## src/rtl/legv8_seq_pkg.sv

```systemverilog
// Shared definitions for the LEGv8 datapath sequencer.
//   - opcode enum (13..15 are illegal), ALU function-select codes, FSM states
//   - control-word field offsets for {SA,SB,DA,RegWrite,MemWrite,FS,Bsel,EN_Mem,EN_ALU}
//   - status flag index and the zero-register number
package legv8_seq_pkg;

  localparam int CW_WIDTH  = 25;
  localparam int DW_WIDTH  = 64;
  localparam int IMM_WIDTH = 12;

  typedef enum logic [3:0] {
    OP_ADD  = 4'd0,  OP_SUB  = 4'd1,  OP_AND  = 4'd2,  OP_ORR  = 4'd3,
    OP_EOR  = 4'd4,  OP_ADDI = 4'd5,  OP_SUBI = 4'd6,  OP_ANDI = 4'd7,
    OP_ORRI = 4'd8,  OP_LSL  = 4'd9,  OP_LSR  = 4'd10, OP_LDUR = 4'd11,
    OP_CBZ  = 4'd12
  } op_e;

  // FS[0] doubles as invert-B and carry-in, so SUB is ADD with bit 0 set.
  localparam logic [4:0] FS_AND = 5'b00000;
  localparam logic [4:0] FS_ORR = 5'b00100;
  localparam logic [4:0] FS_ADD = 5'b01000;
  localparam logic [4:0] FS_SUB = 5'b01001;
  localparam logic [4:0] FS_EOR = 5'b01100;
  localparam logic [4:0] FS_LSL = 5'b10000;
  localparam logic [4:0] FS_LSR = 5'b10100;

  typedef enum logic [1:0] {S_IDLE, S_EXEC, S_MEM_WB, S_DONE} state_e;

  localparam int CW_EN_ALU = 0;
  localparam int CW_EN_MEM = 1;
  localparam int CW_BSEL   = 2;
  localparam int CW_FS     = 3;
  localparam int CW_MEMW   = 8;
  localparam int CW_REGW   = 9;
  localparam int CW_DA     = 10;
  localparam int CW_SB     = 15;
  localparam int CW_SA     = 20;

  localparam int         STATUS_Z = 0;
  localparam logic [4:0] XZR      = 5'd31;

  function automatic logic op_legal(input logic [3:0] op);
    return op <= 4'(OP_CBZ);
  endfunction

  function automatic logic op_is_shift(input logic [3:0] op);
    return (op == 4'(OP_LSL)) || (op == 4'(OP_LSR));
  endfunction

endpackage

```

## src/rtl/legv8_cw_encode.sv

```systemverilog
// Combinational op/regs -> control-word encoder.
//   op, rd, rn, rm : command fields
//   mem_wb         : 1 selects the LDUR write-back word (EN_Mem, RegWrite)
//   cw             : {SA,SB,DA,RegWrite,MemWrite,FS,Bsel,EN_Mem,EN_ALU}; 0 for illegal ops
module legv8_cw_encode
  import legv8_seq_pkg::*;
(
  input  logic [3:0]          op,
  input  logic [4:0]          rd,
  input  logic [4:0]          rn,
  input  logic [4:0]          rm,
  input  logic                mem_wb,
  output logic [CW_WIDTH-1:0] cw
);

  logic [4:0] sa, sb, fs;
  logic       regw, bsel, en_mem, en_alu, legal;

  always_comb begin
    sa = rn; sb = rm; fs = FS_ADD;
    regw = 1'b0; bsel = 1'b0; en_mem = 1'b0; en_alu = 1'b0; legal = 1'b1;
    case (op_e'(op))
      OP_ADD:  begin fs = FS_ADD; en_alu = 1'b1; regw = 1'b1; end
      OP_SUB:  begin fs = FS_SUB; en_alu = 1'b1; regw = 1'b1; end
      OP_AND:  begin fs = FS_AND; en_alu = 1'b1; regw = 1'b1; end
      OP_ORR:  begin fs = FS_ORR; en_alu = 1'b1; regw = 1'b1; end
      OP_EOR:  begin fs = FS_EOR; en_alu = 1'b1; regw = 1'b1; end
      OP_ADDI: begin fs = FS_ADD; bsel = 1'b1; en_alu = 1'b1; regw = 1'b1; end
      OP_SUBI: begin fs = FS_SUB; bsel = 1'b1; en_alu = 1'b1; regw = 1'b1; end
      OP_ANDI: begin fs = FS_AND; bsel = 1'b1; en_alu = 1'b1; regw = 1'b1; end
      OP_ORRI: begin fs = FS_ORR; bsel = 1'b1; en_alu = 1'b1; regw = 1'b1; end
      OP_LSL:  begin fs = FS_LSL; bsel = 1'b1; en_alu = 1'b1; regw = 1'b1; end
      OP_LSR:  begin fs = FS_LSR; bsel = 1'b1; en_alu = 1'b1; regw = 1'b1; end
      // Address add keeps SA/FS/Bsel identical in both cycles so the RAM
      // address is stable; only the bus source and write enable change.
      OP_LDUR: begin
        fs = FS_ADD; bsel = 1'b1;
        if (mem_wb) begin en_mem = 1'b1; regw = 1'b1; end
      end
      // rm | XZR puts rm on the flags without driving the bus.
      OP_CBZ:  begin sa = rm; sb = XZR; fs = FS_ORR; end
      default: legal = 1'b0;
    endcase
    if (rd == XZR) regw = 1'b0;
    cw = legal ? {sa, sb, rd, regw, 1'b0, fs, bsel, en_mem, en_alu} : '0;
  end

endmodule

```

## src/rtl/legv8_datapath_sequencer.sv

```systemverilog
// Multi-cycle sequencer driving the LEGv8 datapath control word and constant.
//   clock/reset          : rising-edge clock, async active-high reset
//   cmd_*                : valid/ready micro-command (accepted only in IDLE)
//   ControlWord/constant : registered datapath controls (NOP = all zero)
//   status               : datapath flags {V,C,N,Z}, sampled at end of EXEC
//   rsp_*                : one-cycle completion pulse with status/CBZ/error info
//   perf_*               : retired/busy counters, built only with LEGV8_SEQ_PERF_EN
module legv8_datapath_sequencer
  import legv8_seq_pkg::*;
#(
  parameter int CW_W  = CW_WIDTH,
  parameter int DW    = DW_WIDTH,
  parameter int IMM_W = IMM_WIDTH
) (
  input  logic             clock,
  input  logic             reset,
  input  logic             cmd_valid,
  output logic             cmd_ready,
  input  logic [3:0]       cmd_op,
  input  logic [4:0]       cmd_rd,
  input  logic [4:0]       cmd_rn,
  input  logic [4:0]       cmd_rm,
  input  logic [IMM_W-1:0] cmd_imm,
  output logic [CW_W-1:0]  ControlWord,
  output logic [DW-1:0]    constant,
  input  logic [3:0]       status,
  output logic             rsp_valid,
  output logic [3:0]       rsp_status,
  output logic             rsp_zero,
  output logic             rsp_err,
  output logic [31:0]      perf_retired,
  output logic [31:0]      perf_busy
);

  state_e          state, state_nxt;
  logic [3:0]      op_q;
  logic [4:0]      rd_q, rn_q, rm_q;
  logic            accept, idle;
  logic [CW_W-1:0] cw_enc;

  assign idle   = (state == S_IDLE);
  assign accept = cmd_valid & cmd_ready;

  // One encoder: fed from the live command while idle (EXEC word registered
  // on accept), from the latched command afterwards (LDUR write-back word).
  legv8_cw_encode u_enc (
    .op     (idle ? cmd_op : op_q),
    .rd     (idle ? cmd_rd : rd_q),
    .rn     (idle ? cmd_rn : rn_q),
    .rm     (idle ? cmd_rm : rm_q),
    .mem_wb (!idle),
    .cw     (cw_enc)
  );

  always_ff @(posedge clock or posedge reset) begin
    if (reset) state <= S_IDLE;
    else       state <= state_nxt;
  end

  always_comb begin
    state_nxt = state;
    case (state)
      S_IDLE:   if (accept) state_nxt = op_legal(cmd_op) ? S_EXEC : S_DONE;
      S_EXEC:   state_nxt = (op_q == 4'(OP_LDUR)) ? S_MEM_WB : S_DONE;
      S_MEM_WB: state_nxt = S_DONE;
      default:  state_nxt = S_IDLE;
    endcase
  end

  always_ff @(posedge clock or posedge reset) begin
    if (reset) begin
      cmd_ready   <= 1'b1;
      ControlWord <= '0;
      constant    <= '0;
      rsp_valid   <= 1'b0;
      rsp_status  <= '0;
      rsp_zero    <= 1'b0;
      rsp_err     <= 1'b0;
      op_q        <= '0;
      rd_q        <= '0;
      rn_q        <= '0;
      rm_q        <= '0;
    end else begin
      cmd_ready   <= (state_nxt == S_IDLE);
      rsp_valid   <= (state_nxt == S_DONE);
      ControlWord <= (accept || (state == S_EXEC && op_q == 4'(OP_LDUR))) ? cw_enc : '0;
      if (accept) begin
        op_q       <= cmd_op;
        rd_q       <= cmd_rd;
        rn_q       <= cmd_rn;
        rm_q       <= cmd_rm;
        rsp_err    <= !op_legal(cmd_op);
        rsp_status <= '0;
        rsp_zero   <= 1'b0;
        if (!op_legal(cmd_op))      constant <= '0;
        else if (op_is_shift(cmd_op)) constant <= DW'(cmd_imm[5:0]);
        else                        constant <= DW'(cmd_imm);
      end
      if (state == S_EXEC) begin
        rsp_status <= status;
        rsp_zero   <= (op_q == 4'(OP_CBZ)) & status[STATUS_Z];
      end
    end
  end

`ifdef LEGV8_SEQ_PERF_EN
  logic [31:0] retired_q, busy_q;
  always_ff @(posedge clock or posedge reset) begin
    if (reset) begin
      retired_q <= '0;
      busy_q    <= '0;
    end else begin
      if (rsp_valid) retired_q <= retired_q + 32'd1;
      if (!idle)     busy_q    <= busy_q + 32'd1;
    end
  end
  assign perf_retired = retired_q;
  assign perf_busy    = busy_q;
`else
  assign perf_retired = '0;
  assign perf_busy    = '0;
`endif

endmodule

```

## config.mk

```make
export PLATFORM = sky130hd
export DESIGN_NAME = legv8_datapath_sequencer
export DESIGN_NICKNAME = d
export VERILOG_FILES = /design/src/rtl/legv8_seq_pkg.sv /design/src/rtl/legv8_cw_encode.sv /design/src/rtl/legv8_datapath_sequencer.sv
export SDC_FILE = /design/constraint.sdc
export NUM_CORES = 1
export LEC_CHECK = 0
export ABC_AREA = 1
export BUFFER_PORTS_ARGS = -buffer_cell sky130_fd_sc_hd__buf_4
export CAP_MARGIN = 20
export CORE_MARGIN = 3
export CORE_UTILIZATION = 35
export CTS_CLUSTER_SIZE = 20
export DETAILED_ROUTE_END_ITERATION = 16
export PLACE_DENSITY = 0.68
export SLEW_MARGIN = 0
export SYNTH_ARGS = -nofsm -noshare
export SYNTH_HDL_FRONTEND = slang
export SYNTH_SLANG_ARGS = --single-unit
export TNS_END_PERCENT = 1
```

## constraint.sdc

```tcl
create_clock -name clock -period 3.6 [get_ports clock]
set_input_delay 0.18 -clock clock [delete_from_list [all_inputs] [get_ports clock]]
set_output_delay 0.18 -clock clock [all_outputs]
set_load 0.01 [all_outputs]
```

==> impl_summary.log, run 1 <==
INFO  metric floorplan.initialDensity = 36.5%
INFO  metric regArea = 0.00160 mm²
INFO  metric run_status = complete, no violations
INFO  metric clk_pin_slew_worst_paths = 0.06 ns
INFO  metric cells_traversed_along_the_worst_timing_path = inv_1, ha_1, buf_4, inv_2, nand2_1, nand2_2, inv_1, nand2_1, nor2_4, nand2_1, nand2_1, nor2_1
INFO  metric tritoncts.num_buffers = 9
INFO  metric grt_pass1_wl = 12.2 mm
INFO  metric worst_slew_margin_rel = 59.6%
INFO  metric cts.root.buffer_cell = clkbuf_8
INFO  metric floorplan.rows = 37
INFO  metric rsz0062_at_grt = false
INFO  metric cts_max_level = 3
INFO  metric chipWidth = 111 µm
INFO  metric setup_total_negative_slack = 0 ns
INFO  metric finClkSkew = 0.00752 ns
INFO  metric worst_skew_pair.late_latency = 0.34 ns
INFO  metric ys_warn_count = 0
INFO  metric area_of_the_multi_input_gates = 0.00158 mm²
INFO  metric drv.max_cap_violation_count = 0
INFO  metric synth_area_leader_cell = dfrtp_1
INFO  metric cpMaxStageDelayCell = dfrtp_1
INFO  metric yosysSeqAreaShare = 41.8%
INFO  metric finalWorstPathRequiredPeriod = 2.03 ns
INFO  metric worst_setup_path_end_kind = flip-flop
INFO  metric drtAntennaViolNets = 0
INFO  metric numClockSinks = 64
INFO  metric post_route_cells_drive_above_1_share = 22.1%
INFO  metric category_of_cells_accounting_for_the_largest_share_of_critical_path_delay = buffers and inverters
INFO  metric n_antenna_cell = 0
INFO  metric most_used_cell_cp = nand2_1
INFO  metric drt_first_iter_violations = 155
INFO  metric grt-ovfl-total = 0
INFO  metric slowest_delay = 0.41 ns
INFO  metric hold_violations = 0
INFO  metric routed_via_count_divided_by_cell_count = 4.05
INFO  metric netlist_area = 0.00384 mm²
INFO  metric syn_area_cell = 8.17 µm²
INFO  metric synth-main-ff-cell = dfrtp_1
INFO  metric timing_worst_setup_path_type = flip-flop to flip-flop
INFO  metric power.ir.vdd_worst = 276 µV
INFO  metric hold_class = primary input to flip-flop
INFO  metric fraction_of_registers_with_async_set_or_reset_after_synthesis = 100%
INFO  metric grt_max_degree = 46
INFO  metric design.portCount = 199
INFO  metric synth_commonest_cells = 118 x buf_4, 112 x nand2_1, 63 x dfrtp_1
INFO  metric fin_nets = 594
INFO  metric crit_path_start_kind = flip-flop
INFO  metric netlist_top_cells_area = dfrtp_1 41%, buf_4 23%, nand2_1 11%
INFO  metric pwr_density_cell = 743 mW/mm²
INFO  metric final_core_util = 41.4%
INFO  metric cts-root-to-sink-buffers = 2
INFO  metric tritoncts = built
INFO  metric place.detailed.hpwl = 6.07 mm
INFO  metric cts.repair.resized = 0
INFO  metric core-area = 0.0105 mm²
INFO  metric layout_worst_path_cycle_share = 56.3%
INFO  metric floorplan.die.height = 111 µm
INFO  metric total_leakage_power = 2.50 nW
INFO  metric wire_per_inst = 11.2 µm
INFO  metric final_number_of_max_transition_violations = 0
INFO  metric synthDistinctLibCells = 26
INFO  metric required_arrival_time_at_the_worst_endpoint = 3.82 ns
INFO  metric first_global_vias = 2,518
INFO  metric worstMarginPinSlew = 0.606 ns
INFO  metric grt_antenna_before_repair = 0
INFO  metric syn_to_final_growth = 13.3%
INFO  metric 1st_pass_router_iterations = 4
INFO  metric most_frequent_cell_after_synthesis = buf_4
INFO  metric arrival = 2.25 ns
INFO  metric detailroute.via_count = 2,807
INFO  metric final_estimated_routing_congestion_in_global_placement = 0.842
INFO  metric drt_drc_violations_left = 0
INFO  metric ys_seq_elements = 64
INFO  metric grt_util_all_layers = 12.1%
INFO  metric syn_inst = 470
INFO  metric max_freq = 493 MHz
INFO  metric synth_top_cell_area_share = 41.1%
INFO  metric critPathBufInv = 4
INFO  metric path_max_fanout = 31
INFO  metric number_of_synthesized_flops_with_an_enable_pin = 0
INFO  metric totalWireLength = 7.75 mm
INFO  metric die-area = 0.0123 mm²
INFO  metric port_buffers = 80
INFO  metric setup_viol_count_final = 0
INFO  metric fillers = 1,061
## stage by stage
step / instances / instance area, µm² / setup slack (ns) / total power (W) / hold slack [ns]
3_5_place_dp: 676 / 4120 / 1.57 / 0.00259 / 0.218
3_3_place_gp: 676 / 4120 / 1.67 / 0.00255 / 0.206
6_report: 693 / 4350 / 1.57 / 0.00323 / 0.0418
2_1_floorplan: 587 / 4280 / 1.82 / 0.00224 / 0.290
5_1_grt: 693 / 4350 / 1.39 / 0.00350 / 0.0419
4_1_cts: 693 / 4350 / 1.57 / 0.00326 / 0.0356
## cells by family after synthesis
group | after synthesis | synth area share (%)
simple gates | 187 | 21.6
buf+inv | 169 | 28.6
flops | 64 | 41.8
compound gates | 41 | 5.61
mux | 4 | 1.04
fa+ha+maj | 4 | 1.30
other cells | 1 | 0.0977
## path summary, 6_finish.rpt
check / from / endpoint / slack, ns / cells past startpoint
setup / recovery: state[0] / ControlWord[23] / 1.57 / 12
hold / removal: status[1] / rsp_status[1] / 0.04 / 3
setup reg to reg: state[0] / ControlWord[23] / 1.57 / 12
hold reg to reg: rm_q[3] / rm_q[3] / 0.48 / 2
max in group asynchronous: reset / rn_q[0] / 2.31 / 4
min in group asynchronous: reset / ControlWord[6] / 0.40 / 3
## state kept, by name, indices dropped and copies added (netlist names)
register and flops:
op_q 4, ControlWord 23, rn_q 5, rm_q 5, constant 12, rd_q 5
rsp_zero 1, rsp_err 1, state 2, cmd_ready 1, rsp_status 4, rsp_valid 1
## power breakdown
group / total (W) / switching, W / leakage [nW] / internal [W]
Clock: 0.000657 / 0.000262 / 0.113 / 0.000395
Combinational: 0.00146 / 0.000920 / 1.56 / 0.000535
Sequential: 0.00112 / 0.000143 / 0.833 / 0.000975
## timing repair
action | CTS | global route
hold buffers | 1 | 0
buffers inserted | 0 | 0
endpoints found under the hold margin | 18 | 0
## layer usage
layer	vias up	global-route usage [%]	share of wire, %
li1	1378	-	-
met1	1276	15.1	41
met2	141	19.5	47
met3	12	3.71	10
met4	0	5.01	1.6
met5	-	0	0
## layout make-up
type	instances	area share (%)
flip-flops and latches	64	36.9
clock inverters	2	0.806
inverters	39	3.37
multi-input cells	354	36.3
repair buffers	84	14.6
well taps	136	3.91
clock buffers	14	4.20
## worst register-to-register path, stage by stage, from the launching register on
cell	delay [ns]
dfrtp_1	0.41
inv_1	0.09
ha_1	0.15
buf_4	0.29
inv_2	0.15
nand2_1	0.10
nand2_2	0.11
inv_1	0.16
nand2_1	0.14
nor2_4	0.16
nand2_1	0.06
nand2_1	0.06
nor2_1	0.03
## cell usage in the layout (no fill, tap or decap), types with 2 or more instances in the layout
master      n
buf_4      83
mux2i_1     4
a21oi_1     4
inv_2       3
o21ai_0    34
nand2_1   112
nand4_1     3
nand2_4     2
nand2_2     4
nor2_1     26
nand3_1    25
clkbuf_8   13
nor2_2     10
nor2_4      3
inv_1      36
ha_1        4
dfrtp_1    63
conb_1    118
Note: power is estimated with default switching activity, not from simulation.
==> inputs of run 2 (changes only) <==
--- a/config.mk
+++ b/config.mk
@@ -12,7 +12,7 @@
 export CORE_UTILIZATION = 35
 export CTS_CLUSTER_SIZE = 20
 export DETAILED_ROUTE_END_ITERATION = 16
-export PLACE_DENSITY = 0.68
+export PLACE_DENSITY = 0.71
 export SLEW_MARGIN = 0
 export SYNTH_ARGS = -nofsm -noshare
 export SYNTH_HDL_FRONTEND = slang
==> constraint.sdc (replaced) <==
create_clock -name clock -period 1.8 [get_ports clock]
set_input_delay 0.09 -clock clock [delete_from_list [all_inputs] [get_ports clock]]
set_output_delay 0.09 -clock clock [all_outputs]
set_load 0.01 [all_outputs]
==> impl_summary.log, run 2 (same netlist as run 1, synthesis figures left out) <==
INFO  metric drtAntennaViolNets = 0 (unchanged)
INFO  metric grt_max_degree = 37 (was 46)
INFO  metric rsz0062_at_grt = true (was false)
INFO  metric hold_class = primary input to flip-flop (unchanged)
INFO  metric slowest_delay = 0.38 ns (was 0.41 ns)
INFO  metric max_freq = 601 MHz (was 493 MHz)
INFO  metric p_comb_share = 48.2% (was 45.0%)
INFO  metric n_antenna_cell = 0 (unchanged)
INFO  metric wire_per_inst = 11.6 µm (was 11.2 µm)
INFO  metric chipWidth = 111 µm (unchanged)
INFO  metric grt_antenna_before_repair = 0 (unchanged)
INFO  metric grt-ovfl-total = 0 (unchanged)
INFO  metric grt_pass1_wl = 13.1 mm (was 12.2 mm)
INFO  metric p_switching = 0.00273 W (was 0.00133 W)
INFO  metric tritoncts = built (unchanged)
INFO  metric numClockSinks = 64 (unchanged)
INFO  metric category_of_cells_accounting_for_the_largest_share_of_critical_path_delay = simple AND/OR/NAND/NOR gates (was buffers and inverters)
INFO  metric most-common-layout-cells = 118 x conb_1, 111 x nand2_1, 91 x buf_4 (was 118 x conb_1, 112 x nand2_1, 83 x buf_4)
INFO  metric share_seq_of_total_power = 34.2% (was 34.6%)
INFO  metric mostFrequentLayoutCell = conb_1 (unchanged)
INFO  metric rrSetupSlack = 0.14 ns (was 1.57 ns)
INFO  metric first_global_vias = 2,735 (was 2,518)
INFO  metric dp_slack = -0.0596 ns (was 1.57 ns)
INFO  metric worst_skew_pair.late_latency = 0.34 ns (about the same)
INFO  metric postPlaceCellArea = 0.00418 mm² (was 0.00412 mm²)
INFO  metric critPathBufInv = 3 (was 4)
INFO  metric fin_nets = 620 (was 594)
INFO  metric syn_to_final_growth = 19.0% (was 13.3%)
INFO  metric total_leakage_power = 2.60 nW (was 2.50 nW)
INFO  metric cts.root.buffer_cell = clkbuf_8 (unchanged)
INFO  metric pwr-share-clk = 17.7% (was 20.3%)
INFO  metric run_status = complete, no violations (unchanged)
INFO  metric cts_max_level = 3 (unchanged)
INFO  metric regToRegEndpoint = ControlWord[23] (unchanged)
INFO  metric worstReg2RegStart = state[0] (unchanged)
INFO  metric cellInternalPower = 0.00379 W (was 0.00191 W)
INFO  metric drt_drc_violations_left = 0 (unchanged)
INFO  metric grt_util_all_layers = 13.1% (was 12.1%)
INFO  metric holdCritStartpoint = cmd_imm[9] (was status[1])
INFO  metric floorplan.initialDensity = 36.5% (unchanged)
INFO  metric tritoncts.num_buffers = 9 (unchanged)
INFO  metric most_used_cell_cp = nor2_4 (was nand2_1)
INFO  metric 1st_pass_router_iterations = 4 (unchanged)
INFO  metric clk_pin_slew_worst_paths = 0.07 ns (was 0.06 ns)
INFO  metric routed_via_count_divided_by_cell_count = 4.12 (was 4.05)
INFO  metric detailroute.via_count = 2,961 (was 2,807)
INFO  metric final_design_area_no_fill = 0.00457 mm² (was 0.00435 mm²)
INFO  metric final_number_of_max_transition_violations = 0 (unchanged)
INFO  metric finClkSkew = 0.00758 ns (was 0.00752 ns)
INFO  metric port_buffers = 80 (unchanged)
INFO  metric floorplan.rows = 37 (unchanged)
INFO  metric largest-register = ControlWord (unchanged)
INFO  metric worst_setup_path_end_kind = flip-flop (unchanged)
INFO  metric postCtsSetupBuffers = 0 (unchanged)
INFO  metric timing_worst_setup_path_type = flip-flop to flip-flop (unchanged)
INFO  metric whs_endpoint = constant[9] (was rsp_status[1])
INFO  metric drt_first_iter_violations = 181 (was 155)
INFO  metric ff2ff_path_depth = 10 (was 12)
INFO  metric biggestRegsByFlops = ControlWord x23, constant x12 (unchanged)
INFO  metric design.portCount = 199 (unchanged)
INFO  metric place.detailed.hpwl = 6.31 mm (was 6.07 mm)
INFO  metric post_route_cells_drive_above_1_share = 22.6% (was 22.1%)
INFO  metric largest_reg_flops = 23 (unchanged)
INFO  metric cpMaxStageDelayCell = dfrtp_1 (unchanged)
INFO  metric pwr_density_cell = 1430 mW/mm² (was 743 mW/mm²)
INFO  metric path_max_fanout = 11 (was 31)
INFO  metric hold_violations = 0 (unchanged)
INFO  metric finalWorstPathRequiredPeriod = 1.66 ns (was 2.03 ns)
INFO  metric totalWireLength = 8.33 mm (was 7.75 mm)
INFO  metric layout_worst_path_cycle_share = 92.4% (was 56.3%)
INFO  metric crit_path_start_kind = flip-flop (unchanged)
INFO  metric fillers = 1,019 (was 1,061)
INFO  metric final_estimated_routing_congestion_in_global_placement = 0.877 (was 0.842)
INFO  metric hold-worst-slack = 0.0321 ns (was 0.0418 ns)
INFO  metric power.ir.vdd_worst = 573 µV (was 276 µV)
INFO  metric postLayoutSetupSlackWorst = 0.137 ns (was 1.57 ns)
INFO  metric setup_viol_count_final = 0 (unchanged)
INFO  metric die-area = 0.0123 mm² (unchanged)
INFO  metric drv.max_cap_violation_count = 0 (unchanged)
INFO  metric required_arrival_time_at_the_worst_endpoint = 2.07 ns (was 3.82 ns)
INFO  metric arrival = 1.93 ns (was 2.25 ns)
INFO  metric core-area = 0.0105 mm² (unchanged)
INFO  metric worst_hold_path.num_cells = 3 (unchanged)
INFO  metric floorplan.die.height = 111 µm (unchanged)
INFO  metric cts-root-to-sink-buffers = 2 (unchanged)
INFO  metric power.switching_fraction = 41.9% (was 41.0%)
INFO  metric cells_traversed_along_the_worst_timing_path = inv_1, ha_4, inv_2, nand2_1, nand2_2, nor2_8, nor2_4, nor2_4, inv_4, nor2_1 (was inv_1, ha_1, buf_4, inv_2, nand2_1, nand2_2, inv_1, nand2_1, nor2_4, nand2_1, nand2_1, nor2_1)
[run 2: worst max-delay path by stage]
stage                     startpoint               to  slack [ns]  cells past startpoint
after floorplan                reset   ControlWord[0]        0.11                      1
after global placement      state[0]  ControlWord[23]        0.03                     11
after detailed placement    state[1]  ControlWord[23]       -0.06                     11
after CTS                   state[1]  ControlWord[23]        0.03                     11
after global routing        state[0]   ControlWord[9]       -0.02                     10
final                       state[0]  ControlWord[23]        0.14                     10
[run 2: timing repair]
action	4_1_cts	5_1_grt
hold buffers	19	0
pin swaps	0	0
endpoints found under the hold margin	31	0
setup endpoints to repair	12	18
resized for setup	1	4
[run 2: worst reg2reg max path: cells and delay by family (launching register included)]
| kind | cells | cell delay [ns] |
|---|---|---|
| adder cells (fa/ha/maj) | 1 | 0.21 |
| flip-flops | 1 | 0.38 |
| AND/OR/NAND/NOR | 6 | 0.69 |
| buffers and inverters | 3 | 0.32 |
[run 2: power by group through the flow]
stage                     Combinational [W]  Sequential (W)  Clock [W]
after CTS                           0.00311         0.00222    0.00119
after floorplan                     0.00214         0.00234          0
final                               0.00314         0.00223    0.00115
after global routing                0.00353         0.00228    0.00126
after global placement              0.00296         0.00222          0
after detailed placement            0.00305         0.00224          0
[run 2: area by class of cell]
type	instances	area [µm²]	area share, %
Clock buffer	12	135	2.96
Clock inverter	4	45.0	0.986
Inverter	39	149	3.26
Multi-Input combinational cell	354	1590	34.9
Sequential cell	64	1600	35.1
Tap cell	136	170	3.72
Timing Repair Buffer	110	873	19.1
[run 2: layer usage]
layer / part of all wire [%] / vias up / global-route usage, %
met5: 0 / - / 0
met1: 38 / 1345 / 14.8
li1: - / 1423 / -
met2: 50 / 168 / 22.6
met4: 3.1 / 0 / 7.31
met3: 9.8 / 25 / 3.28
[run 2: per-stage QoR]
step,util (%),setup TNS (ns),instances,power (W)
finish,43.5,0,719,0.00652
detailed placement,39.8,-0.313,684,0.00530
floorplan,-,0,587,0.00447
CTS,43.4,0,719,0.00652
global placement,39.8,0,684,0.00518
global route,43.5,-0.0554,719,0.00707
